==> src/rtl/mux8way_scanner.sv <==
// rtl/mux8way_scanner.sv - sequential 8-to-1 collector with valid/ready output.
// Optional parity output enabled by MUX8WAY_SCANNER_PARITY_EN.
module mux8way_scanner #(
  parameter int WIDTH = 16
) (
  input  logic             clk,
  input  logic             reset,
  input  logic             start,
  input  logic [7:0]       mask,
  input  logic [WIDTH-1:0] a,
  input  logic [WIDTH-1:0] b,
  input  logic [WIDTH-1:0] c,
  input  logic [WIDTH-1:0] d,
  input  logic [WIDTH-1:0] e,
  input  logic [WIDTH-1:0] f,
  input  logic [WIDTH-1:0] g,
  input  logic [WIDTH-1:0] h,
  input  logic             ready,
  output logic [WIDTH-1:0] out,
  output logic [2:0]       sel,
  output logic             valid,
  output logic             busy,
  output logic             done
`ifdef MUX8WAY_SCANNER_PARITY_EN
  ,
  output logic             parity
`endif
);

  typedef enum logic [1:0] {IDLE, SCAN, HOLD, DONE} state_t;

  state_t           state;
  logic [7:0]       pending;
  logic [2:0]       k;
  logic [WIDTH-1:0] chan [8];

  assign chan[0] = a;
  assign chan[1] = b;
  assign chan[2] = c;
  assign chan[3] = d;
  assign chan[4] = e;
  assign chan[5] = f;
  assign chan[6] = g;
  assign chan[7] = h;

  // Scanning downwards leaves the lowest set bit as the final winner.
  function automatic logic [2:0] lowest_set(input logic [7:0] p);
    logic [2:0] idx;
    idx = 3'd0;
    for (int i = 7; i >= 0; i--) begin
      if (p[i]) idx = 3'(i);
    end
    return idx;
  endfunction

  always_comb k = lowest_set(pending);

  always_ff @(posedge clk) begin
    if (reset) begin
      state   <= IDLE;
      pending <= 8'd0;
      out     <= '0;
      sel     <= 3'd0;
      valid   <= 1'b0;
      busy    <= 1'b0;
      done    <= 1'b0;
`ifdef MUX8WAY_SCANNER_PARITY_EN
      parity  <= 1'b0;
`endif
    end else begin
      done <= 1'b0;
      case (state)
        IDLE: begin
          if (start) begin
            busy <= 1'b1;
            if (mask != 8'd0) begin
              pending <= mask;
              state   <= SCAN;
            end else begin
              state <= DONE;
              done  <= 1'b1;
            end
          end
        end
        SCAN: begin
          out        <= chan[k];
          sel        <= k;
          pending[k] <= 1'b0;
          valid      <= 1'b1;
`ifdef MUX8WAY_SCANNER_PARITY_EN
          parity     <= ^chan[k];
`endif
          state      <= HOLD;
        end
        HOLD: begin
          // pending already excludes the word being held
          if (ready) begin
            valid <= 1'b0;
            if (pending == 8'd0) begin
              state <= DONE;
              done  <= 1'b1;
            end else begin
              state <= SCAN;
            end
          end
        end
        DONE: begin
          busy  <= 1'b0;
          state <= IDLE;
        end
        default: state <= IDLE;
      endcase
    end
  end

endmodule
==> config.mk <==
export PLATFORM = sky130hd
export DESIGN_NAME = mux8way_scanner
export DESIGN_NICKNAME = d
export VERILOG_FILES = /design/src/rtl/mux8way_scanner.sv
export SDC_FILE = /design/constraint.sdc
export NUM_CORES = 1
export LEC_CHECK = 0
export BUFFER_PORTS_ARGS = -buffer_cell sky130_fd_sc_hd__buf_2
export CORE_MARGIN = 3
export CORE_UTILIZATION = 42
export DETAILED_ROUTE_END_ITERATION = 12
export GPL_TIMING_DRIVEN = 1
export PLACE_DENSITY_LB_ADDON = 0.2
export SETUP_SLACK_MARGIN = 0.05
export SYNTH_ARGS = -nofsm -noshare
export SYNTH_HDL_FRONTEND = slang
export SYNTH_SLANG_ARGS = --single-unit
==> constraint.sdc <==
create_clock -name clk -period 2.1 [get_ports clk]
set_input_delay 0 -clock clk [delete_from_list [all_inputs] [get_ports clk]]
set_output_delay 0 -clock clk [all_outputs]
set_load 0.1 [all_outputs]
==> run summary <==
outcome = finished clean
all-layer global routing usage = 26.5%
Remaining Overflow, GRT = 0
Area Growth Syn to Fin = 40.7%
Synth area leaders = dfxtp_1 (21%), mux2i_1 (16%), o21ai_0 (8.5%), nor4_1 (7.0%), a2111o_1 (5.9%)
TritonCTS clock tree = yes
post-route cell area = 4290 µm²
Max Root-Sink Buffers = 2
RePlAce Congestion = 0.948
final net count = 700
clk sink count = 32
CP delay by family, top = simple AND/OR/NAND/NOR gates
switching share of power = 46.8%
Synth Area per Inst = 7.62 µm²
register area share after synthesis = 21.0%
crit end category = register
initial antenna violation count = 0
minimum clock period = 1.92 ns
Comb pwr share = 56.9%
Hold Fails Final Rpt = 0
largest net degree at the start of global routing = 38
num rows = 30
DIE AREA = 8320 µm²
flop-to-flop setup slack = 0.18 ns
Peak Freq = 520 MHz
static leakage power = 1.90 nW
Initial DRT Pass Iterations = 5
WS Path Type = reg -> reg
DRT iter0 DRCs = 327
DR WL/cell = 17.5 µm
final cell count without fillers = 657
H-tree depth = 2
max incr delay on CP = 0.54 ns
post-synth top area cell = dfxtp_1
Routed Antenna Nets = 0
Cell Area, Synth = 3050 µm²
share of cells above drive strength 1 = 39.8%
Placed Cells = 638
worst skew pair latency = 0.28 ns
number of global-route vias before repair = 3773
Initial Utilization = 44.1%
Vias = 3959
synth unique cells = 37
Reg power frac = 23.7%
Clock Power Share = 19.4%
n_diodes = 0
final hold slack = 0.0375 ns
Residual DRC = 0
drt total wl = 11500 µm
Layout Skew = 0.00325 ns
internal power = 1.67 mW
Setup-failing EPs final = 0
Core ar. = 6910 µm²
Post-synth EDFFs = 0
Clock Pin Slew Worst Setup and Hold Paths = 0.08 ns
Peak supply drop = 0.428 mV
Vias/cell = 6.03
Setup TNS = 0 ns
crit path max fanout = 11
placed cell areas = 4040 µm²
Layout fillers = 683
period utilization = 91.5%
Buf/Inv on CP = 1
slowest CP cell = or4_1
Post-synth ARST share = 0%
CTS Buf Count = 5
Port Buffers = 161
top cell type's share of synthesized area = 21.0%
Cell Chain, Critical Path = or4_1, or3_1, buf_4, nor2_1, a21oi_1, o311ai_1
RSZ-0062 raised after global routing = false
Worst Path Required = 2.29 ns
Slew Limit Fails = 0
global-route wire length before repair = 18500 µm
count leader, synth = o21ai_0
Psw = 1.47 mW
Syn Inst Count = 400
#FFs+latches synth = 32
worst rel slew slack = 49.5%
Post-synth top cells = o21ai_0 (52), mux2i_1 (48), nor2_1 (41), nor4_1 (34), dfxtp_1 (32)
die height = 91.2 µm
Setup crit start kind = register
synth warn = 0
I/O pins = 162
Die Width = 91.2 µm
ys flop type = dfxtp_1
max-cap violations = 0
HPWL after DPL = 8460 µm
CTS root buffer = clkbuf_8
post-synth net total = 540
HP Class = in -> reg
Arr. time, crit path = 2.11 ns
worst slew pin tran = 0.757 ns
pwr/cell area = 731 nW/µm²
[placed cells by master, fill, tap and decap left out, types with 2 or more instances in the layout]
cell,n
a32o_1,4
nand2_1,16
or4_1,3
o311ai_1,16
or3_1,2
o22ai_1,17
clkbuf_8,5
dfxtp_1,32
mux2i_1,48
buf_4,22
buf_12,7
nor4_1,33
inv_2,2
nor3_1,3
nor2_1,41
a2111o_1,16
mux2_2,16
nand2b_1,4
o21ai_0,52
dlygate4sd3_1,7
a21oi_1,26
nor2b_1,3
buf_2,161
inv_1,2
o21ai_1,4
[power by group through the flow]
stage | Combinational (mW) | Clock [mW] | Sequential (mW)
floorplan | 0.763 | 0 | 1.24
global placement | 1.69 | 0 | 0.755
detailed placement | 1.71 | 0 | 0.754
CTS | 1.73 | 0.620 | 0.742
global route | 1.90 | 0.638 | 0.756
finish | 1.78 | 0.608 | 0.743
[layer usage]
| metal | up-vias | part of all wire [%] | track usage, % |
|---|---|---|---|
| met1 | 1834 | 41 | 32.6 |
| met3 | 22 | 9.6 | 6.55 |
| met5 | - | 0 | 0 |
| met2 | 215 | 48 | 45.7 |
| li1 | 1888 | - | - |
| met4 | 0 | 1.6 | 7.66 |
[logic make-up after synthesis]
family	Yosys count	synth area share, %
flip-flops	32	21.0
buffers and inverters	49	7.55
multiplexers	64	21.7
AO/OA/AOI/OAI	145	31.8
AND/OR/NAND/NOR	110	18.0
[per-stage QoR]
stage	utilization (%)	setup slack [ns]	total power [mW]
6_report	62.1	0.178	3.13
5_1_grt	62.1	0.0802	3.29
4_1_cts	61.1	0.148	3.09
3_5_place_dp	58.4	0.160	2.47
3_3_place_gp	58.4	0.222	2.44
2_1_floorplan	-	0.169	2.00
[final cells by class]
type | instances | area, µm² | share of cell area [%]
clock inverter | 3 | 42.5 | 0.992
tap | 96 | 120 | 2.80
timing repair buffer | 198 | 1210 | 28.1
multi-input combinational | 319 | 2200 | 51.2
sequential | 32 | 641 | 14.9
clock buffer | 5 | 68.8 | 1.60
inverter | 4 | 15.0 | 0.350
[final timing paths]
path / from / end / cells past startpoint
max: pending[2] / out[11] / 6
min: mask[0] / pending[0] / 3
max reg2reg: pending[2] / out[11] / 6
min reg2reg: sel[1] / sel[1] / 2
[state kept, by name, indices dropped and copies added, names as in the netlist]
name,flops
busy,1
done,1
out,16
pending,8
sel,3
state,2
valid,1
[worst reg2reg max path, stage by stage, from the launching register on]
cell,delay [ns]
dfxtp_1,0.36
or4_1,0.54
or3_1,0.43
buf_4,0.21
nor2_1,0.13
a21oi_1,0.09
o311ai_1,0.07
[repair_timing]
item,in CTS,in global routing
gates resized for setup,0,2
buffers inserted,0,3
endpoints found under the hold margin,7,0
hold buffers,7,0
setup endpoints to repair,0,10
Power figures use the tool's default switching activity.
